File: src/rtl/addsub_pipe_nbit_pkg.sv
// Shared arithmetic definitions: pipeline depth, per-stage control record and
// flag derivation used by the segmented adder/subtractor.
package addsub_pipe_nbit_pkg;

  // Number of carry-chain segments, one per pipeline stage.
  function automatic int calc_stages(input int n, input int seg_w);
    return n / seg_w;
  endfunction

  // Per-beat control travelling with each stage register. The width-dependent
  // parts (partial sum, skewed operands) sit beside it in the top as vectors
  // sized per stage, so only width-independent fields live here.
  typedef struct packed {
    logic vld;
    logic carry;
    logic add_n;
    logic signed_mode;
    logic xa_msb;
    logic yb_msb;
  } stage_ctrl_t;

  typedef struct packed {
    logic overflow;
    logic negative;
  } flags_t;

  // Range and sign flags from the operand MSBs (yb after inversion), the
  // result MSB and the carry out of the top bit.
  function automatic flags_t calc_flags(input logic xa_msb, input logic yb_msb,
                                        input logic s_msb, input logic c_out,
                                        input logic add_n, input logic signed_mode);
    flags_t f;
    if (signed_mode) begin
      f.overflow = (xa_msb == yb_msb) && (s_msb != xa_msb);
      f.negative = s_msb ^ f.overflow;
    end else begin
      f.overflow = add_n ? ~c_out : c_out;
      f.negative = add_n & ~c_out;
    end
    return f;
  endfunction

endpackage

File: src/rtl/addsub_pipe_nbit_if.sv
// Operand/result stream bundle for the pipelined adder/subtractor.
interface addsub_pipe_nbit_if #(parameter int N = 16);
  logic         in_valid;
  logic         in_ready;
  logic [N-1:0] x;
  logic [N-1:0] y;
  logic         add_n;
  logic         signed_mode;
  logic         out_valid;
  logic         out_ready;
  logic [N-1:0] s;
  logic         c_out;
  logic         overflow;
  logic         negative;
  logic         zero;

  modport master (
    output in_valid, x, y, add_n, signed_mode, out_ready,
    input  in_ready, out_valid, s, c_out, overflow, negative, zero
  );

  modport slave (
    input  in_valid, x, y, add_n, signed_mode, out_ready,
    output in_ready, out_valid, s, c_out, overflow, negative, zero
  );
endinterface

File: src/rtl/addsub_pipe_nbit_segment.sv
// Combinational SEG_W-bit ripple-carry adder slice.
module addsub_pipe_nbit_segment #(
  parameter int SEG_W = 4
) (
  input  logic [SEG_W-1:0] a_i,
  input  logic [SEG_W-1:0] b_i,
  input  logic             c_i,
  output logic [SEG_W-1:0] sum_o,
  output logic             c_o
);

  logic [SEG_W:0] carry;

  // Ripple the carry bit by bit through the slice
  always_comb begin
    carry[0] = c_i;
    sum_o    = '0;
    for (int i = 0; i < SEG_W; i++) begin
      sum_o[i]     = a_i[i] ^ b_i[i] ^ carry[i];
      carry[i+1]   = (a_i[i] & b_i[i]) | (carry[i] & (a_i[i] ^ b_i[i]));
    end
  end

  assign c_o = carry[SEG_W];

endmodule

File: src/rtl/addsub_pipe_nbit.sv
// Pipelined N-bit adder/subtractor: one SEG_W-bit carry segment per stage,
// valid/ready stream in and out, signed/unsigned flags on the final stage.
module addsub_pipe_nbit
  import addsub_pipe_nbit_pkg::*;
#(
  parameter int N     = 16,
  parameter int SEG_W = 4
) (
  input  logic               clk,
  input  logic               reset_n,
  addsub_pipe_nbit_if.slave  bus
);

  localparam int STAGES = calc_stages(N, SEG_W);

  if (SEG_W < 1 || (N % SEG_W) != 0) begin : g_param_chk
    $error("addsub_pipe_nbit: N must be a multiple of SEG_W and SEG_W must be >= 1");
  end

  for (genvar k = 0; k < STAGES; k++) begin : g_stage
    localparam int W_SRC = N - k * SEG_W;   // operand bits not yet consumed
    localparam int W_REM = W_SRC - SEG_W;   // bits still to skew past this stage
    localparam int W_S   = (k + 1) * SEG_W; // result bits produced so far

    stage_ctrl_t      src_ctrl;
    stage_ctrl_t      ctrl_d, ctrl_q;
    logic [W_SRC-1:0] src_xa, src_yb;
    logic [W_S-1:0]   s_new, s_d, s_q;
    logic [SEG_W-1:0] seg_sum;
    logic             seg_c;
    logic             ld;

    // ---- stage boundary: source of segment k ----
    if (k == 0) begin : g_src
      assign src_xa   = bus.x;
      assign src_yb   = bus.add_n ? ~bus.y : bus.y;
      assign src_ctrl = '{vld: bus.in_valid, carry: bus.add_n, add_n: bus.add_n,
                          signed_mode: bus.signed_mode, xa_msb: bus.x[N-1],
                          yb_msb: src_yb[W_SRC-1]};
      assign s_new    = seg_sum;
    end else begin : g_src
      assign src_xa   = g_stage[k-1].g_skew.xa_q;
      assign src_yb   = g_stage[k-1].g_skew.yb_q;
      assign src_ctrl = g_stage[k-1].ctrl_q;
      assign s_new    = {seg_sum, g_stage[k-1].s_q};
    end

    // A stage may load when it is empty or its contents move on this cycle.
    if (k == STAGES - 1) begin : g_ld
      assign ld = ~ctrl_q.vld | bus.out_ready;
    end else begin : g_ld
      assign ld = ~ctrl_q.vld | g_stage[k+1].ld;
    end

    addsub_pipe_nbit_segment #(.SEG_W(SEG_W)) u_seg (
      .a_i   (src_xa[SEG_W-1:0]),
      .b_i   (src_yb[SEG_W-1:0]),
      .c_i   (src_ctrl.carry),
      .sum_o (seg_sum),
      .c_o   (seg_c)
    );

    // Take the next beat (or a bubble) when free; otherwise hold
    always_comb begin
      ctrl_d = ctrl_q;
      s_d    = s_q;
      if (ld) begin
        ctrl_d.vld = src_ctrl.vld;
        if (src_ctrl.vld) begin
          ctrl_d       = src_ctrl;
          ctrl_d.carry = seg_c;
          s_d          = s_new;
        end
      end
    end

    // Stage register: control and partial result
    always_ff @(posedge clk or negedge reset_n) begin
      if (!reset_n) begin
        ctrl_q <= '0;
        s_q    <= '0;
      end else begin
        ctrl_q <= ctrl_d;
        s_q    <= s_d;
      end
    end

    if (W_REM > 0) begin : g_skew
      logic [W_REM-1:0] xa_q, yb_q;

      // Carry the untouched upper operand segments forward with the beat
      always_ff @(posedge clk or negedge reset_n) begin
        if (!reset_n) begin
          xa_q <= '0;
          yb_q <= '0;
        end else if (ld && src_ctrl.vld) begin
          xa_q <= src_xa[W_SRC-1:SEG_W];
          yb_q <= src_yb[W_SRC-1:SEG_W];
        end
      end
    end
  end

  // ---- stage boundary: final result and flags ----
  stage_ctrl_t  last_ctrl;
  logic [N-1:0] last_s;
  flags_t       flags;

  assign last_ctrl = g_stage[STAGES-1].ctrl_q;
  assign last_s    = g_stage[STAGES-1].s_q;
  assign flags     = calc_flags(last_ctrl.xa_msb, last_ctrl.yb_msb, last_s[N-1],
                                last_ctrl.carry, last_ctrl.add_n, last_ctrl.signed_mode);

  // Not ready while reset is asserted, even though every stage reads empty.
  assign bus.in_ready  = g_stage[0].ld & reset_n;
  assign bus.out_valid = last_ctrl.vld;
  assign bus.s         = last_s;
  assign bus.c_out     = last_ctrl.carry;
  assign bus.overflow  = flags.overflow;
  assign bus.negative  = flags.negative;
  assign bus.zero      = ~|last_s;

endmodule
File: src/flat_wrapper.sv
// flat-port wrapper written by rule: the top's interface ports become plain ports
module addsub_pipe_nbit_flat import addsub_pipe_nbit_pkg::*;
#(
  parameter int N     = 16,
  parameter int SEG_W = 4
)
  (clk, reset_n, bus_in_valid, bus_x, bus_y, bus_add_n, bus_signed_mode, bus_out_ready, bus_in_ready, bus_out_valid, bus_s, bus_c_out, bus_overflow, bus_negative, bus_zero);
  addsub_pipe_nbit_if #(.N(N)) bus_i ();
  input  logic clk;
  input  logic reset_n;
  input wire logic [$bits(bus_i.in_valid)-1:0] bus_in_valid;
  input wire logic [$bits(bus_i.x)-1:0] bus_x;
  input wire logic [$bits(bus_i.y)-1:0] bus_y;
  input wire logic [$bits(bus_i.add_n)-1:0] bus_add_n;
  input wire logic [$bits(bus_i.signed_mode)-1:0] bus_signed_mode;
  input wire logic [$bits(bus_i.out_ready)-1:0] bus_out_ready;
  output wire logic [$bits(bus_i.in_ready)-1:0] bus_in_ready;
  output wire logic [$bits(bus_i.out_valid)-1:0] bus_out_valid;
  output wire logic [$bits(bus_i.s)-1:0] bus_s;
  output wire logic [$bits(bus_i.c_out)-1:0] bus_c_out;
  output wire logic [$bits(bus_i.overflow)-1:0] bus_overflow;
  output wire logic [$bits(bus_i.negative)-1:0] bus_negative;
  output wire logic [$bits(bus_i.zero)-1:0] bus_zero;
  assign bus_i.in_valid = bus_in_valid;
  assign bus_i.x = bus_x;
  assign bus_i.y = bus_y;
  assign bus_i.add_n = bus_add_n;
  assign bus_i.signed_mode = bus_signed_mode;
  assign bus_i.out_ready = bus_out_ready;
  assign bus_in_ready = bus_i.in_ready;
  assign bus_out_valid = bus_i.out_valid;
  assign bus_s = bus_i.s;
  assign bus_c_out = bus_i.c_out;
  assign bus_overflow = bus_i.overflow;
  assign bus_negative = bus_i.negative;
  assign bus_zero = bus_i.zero;
  addsub_pipe_nbit #(.N(N), .SEG_W(SEG_W)) u_core (.clk(clk), .reset_n(reset_n), .bus(bus_i));
endmodule
File: config.mk
export PLATFORM = sky130hd
export DESIGN_NAME = addsub_pipe_nbit_flat
export DESIGN_NICKNAME = d
export VERILOG_FILES = /design/src/rtl/addsub_pipe_nbit_pkg.sv /design/src/rtl/addsub_pipe_nbit_if.sv /design/src/rtl/addsub_pipe_nbit_segment.sv /design/src/rtl/addsub_pipe_nbit.sv /design/src/flat_wrapper.sv
export SDC_FILE = /design/constraint.sdc
export NUM_CORES = 1
export LEC_CHECK = 0
export ABC_AREA = 1
export CAP_MARGIN = 20
export CORE_ASPECT_RATIO = 1.4
export CORE_MARGIN = 1.5
export CORE_UTILIZATION = 33
export CTS_CLUSTER_SIZE = 40
export DETAILED_ROUTE_END_ITERATION = 7
export PLACE_DENSITY = 0.59
export SLEW_MARGIN = 20
export SYNTH_ARGS = -nofsm -noshare
export SYNTH_HDL_FRONTEND = slang
export SYNTH_SLANG_ARGS = --single-unit
File: constraint.sdc
create_clock -name clk -period 4.67 [get_ports clk]
set_clock_uncertainty 0.05 [all_clocks]
set_input_delay 0.934 -clock clk [delete_from_list [all_inputs] [get_ports clk]]
set_output_delay 0.934 -clock clk [all_outputs]
set_load 0.02 [all_outputs]
==> impl_metrics.json <==
{
  "reg2reg_depth": 8,
  "start_kind": "input port",
  "min_delay_worst_endpoint": "u_core.g_stage[0].g_skew.yb_q[3]$_DFFE_PN0P_",
  "synth_area_um2": 4820,
  "vias": 3368,
  "antenna_cells": 0,
  "portBuffers": 59,
  "slew_headroom_pct": 40.8,
  "worstSetupEndpointType": "output pin",
  "rows": 52,
  "peakVddDrop_v": 0.000246,
  "dp_hpwl_um": 6310,
  "synth_area_leaders": "dfrtp_1 (55%), nand2_1 (15%), nand3_1 (9.0%), fa_1 (6.2%), xor2_1 (2.7%)",
  "final.setup.tns_ns": 0,
  "setup_violations": 0,
  "synth_cells": 521,
  "max_freq_mhz": 288,
  "ys_seq_elements": 106,
  "root_buffer": "clkbuf_16",
  "die_w_um": 105,
  "cp_max_fo": 4,
  "finalInstanceArea_um2": 5800,
  "r2r-end": "u_core.bus.s[15]$_DFFE_PN0P_",
  "crit_arrival_ns": 2.49,
  "power_leakage_nw": 2.89,
  "gr-total-overflow": 0,
  "hp-class": "flip-flop to flip-flop",
  "rsz0062_at_grt": "no",
  "cts_resized": 0,
  "nets": 620,
  "area.growth.synth_to_final_pct": 20.2,
  "start_util_pct": 33.5,
  "grt_max_degree": 66,
  "post-cts-setup-buffers": 0,
  "min_from": "u_core.g_stage[0].g_skew.yb_q[3]$_DFFE_PN0P_",
  "cp_data_required_time_ns": 3.69,
  "avgSynthCellArea_um2": 9.26,
  "fin_crit_sh_pct": 74.5,
  "path_clk_slew_ns": 0.07,
  "grt_pass1_vias": 3386,
  "yosysWarnings": 0,
  "synth-seq-area-share_pct": 55.0,
  "timing.rr.start": "u_core.g_stage[2].ctrl_q[4]$_DFFE_PN0P_",
  "final_layout_size_suffix_gt1_share_pct": 5.25,
  "grt_pass1_wl_um": 15700,
  "grtUsageTotal_pct": 12.6,
  "vias_per_cell": 4.43,
  "holdBufCountCts": 0,
  "clk_path_buf_depth": 2,
  "synth_fp_nets": 575,
  "drt_wl_total_um": 8780,
  "timing.hold.worst_path_depth": 2,
  "finalMaxSlewViolations": 0,
  "synth_top_area_cell": "dfrtp_1",
  "antenna_found_initial": 0,
  "cts_tree": "yes",
  "worstMarginPinSlew_ns": 0.888,
  "coreArea_um2": 14400,
  "die_y_um": 146,
  "synth_top_area_share_pct": 55.0,
  "critPathKind": "input port to output pin",
  "cts.sinks": 106,
  "drv_cap": 0,
  "drtIter0Drc": 199,
  "power.density_nw_per_um2": 567,
  "place_congestion": 0.696,
  "ys_types": 26,
  "final.min_clock_period_ns": 3.48,
  "cts.htree.levels": 3,
  "detail-route-antenna-nets": 0,
  "wl_per_cell_um": 11.6,
  "cts_buffers": 9,
  "hold_viol_final": 0,
  "dpl_cell_area_um2": 5510,
  "status": "completed",
  "dr.pass1.iters": 4,
  "clk-insertion-delay-late_ns": 0.34,
  "remaining_drc_errors": 0,
  "rrSetupSlack_ns": 2.33,
  "ios": 60,
  "dieArea_um2": 15400
}
==> registers in the layout, summed over array words and instances (netlist names) <==
signal,flops
u_core.bus.c_out,1
u_core.bus.out_valid,1
u_core.bus.s,16
u_core.g_stage.ctrl_q,18
u_core.g_stage.g_skew.xa_q,23
u_core.g_stage.g_skew.yb_q,23
u_core.g_stage.s_q,24
==> routing by layer <==
| layer | share of wire (%) | wire length (µm) | global-route usage [%] |
|---|---|---|---|
| met5 | 0 | 0 | 0 |
| met4 | 0.69 | 61 | 5.55 |
| met3 | 3.0 | 260 | 2.37 |
| met2 | 50 | 4390 | 21.1 |
| met1 | 46 | 4070 | 15.9 |
==> metrics by stage <==
step	hold slack (ns)	instances	power (mW)	utilization, %	worst slack, ns
finish	0.421	760	3.29	40.3	1.19
global route	0.449	760	3.57	40.3	1.14
CTS	0.426	760	3.35	40.3	1.19
detailed placement	0.409	744	2.61	38.3	1.20
global placement	0.406	744	2.58	38.3	1.19
floorplan	0.392	521	2.23	-	1.81
==> synth_stat cells (all sizes together) <==
cell type and number:
nor2 16, a21oi 4, inv 30, nand2 197, fa 15, o21ai 11, xnor2 1, nand3 88
mux2 1, clkbuf 3, o22ai 2, buf 27, nand4 3, ha 1, dfrtp 106, and2 1
xor2 15
==> where the power goes <==
group | leakage [nW] | internal (mW) | switching, mW | total (mW)
Clock | 0.136 | 0.414 | 0.320 | 0.734
Combinational | 1.44 | 0.458 | 0.637 | 1.10
Sequential | 1.31 | 1.24 | 0.224 | 1.46
==> logic make-up (layout without fill, tap and decap cells) <==
family	after synthesis	after routing	share of synthesized area, %
buffers and inverters	60	110	5.97
xor gates and xnor gates	16	16	2.91
DFF	106	106	55.0
and+or+nand+nor	305	305	27.6
AOI/OAI and AO/OA	17	17	1.82
adders and majority gates	16	16	6.49
muxes	1	1	0.233
==> worst max-delay path by stage <==
| stage | start | to | slack (ns) | cells after the start |
|---|---|---|---|---|
| floorplan | bus_add_n | u_core.g_stage[0].s_q[3]$_DFFE_PN0P_ | 1.81 | 10 |
| detailed placement | bus_out_ready | bus_in_ready | 1.20 | 5 |
| global placement | bus_out_ready | bus_in_ready | 1.19 | 5 |
| finish | bus_out_ready | bus_in_ready | 1.19 | 5 |
| CTS | bus_out_ready | bus_in_ready | 1.19 | 5 |
| global route | bus_out_ready | bus_in_ready | 1.14 | 5 |
==> cell usage in the layout (no fill, tap or decap) <==
cell type        Yosys  final
bufinv_16            0      1
clkbuf_16            0      9
o22ai_1              2      2
xor2_1              15     15
clkinv_2             0      2
inv_2                1      1
mux2_2               1      1
nand4_4              1      1
clkinvlp_4           0      2
fa_1                15     15
clkbuf_1             3      2
nand2_2              3      3
a21oi_1              4      4
nor2_1              15     15
nand3_1             87     87
nand2_1            192    192
o21ai_0             11     11
buf_4                9      6
ha_1                 1      1
dfrtp_1            106    106
nand3_4              1      1
and2_1               1      1
inv_1               29     29
nand4_1              2      2
nand2_4              2      2
xnor2_1              1      1
nor2_8               1      1
clkdlybuf4s50_1      0     58
==> area by class of cell <==
class,instances,area [µm²]
clock buffers,11,233
clock inverters,5,55.1
fillers,1473,8580
inverters,30,113
multi-input cells,355,1880
flip-flops and latches,106,2650
well taps,189,236
repair buffers,64,626
==> critical path: stages <==
cell             delay, ns
clkdlybuf4s50_1       0.49
nor2_8                0.22
nand4_4               0.10
and2_1                0.20
clkdlybuf4s50_1       0.54
Power figures use the tool's default switching activity.
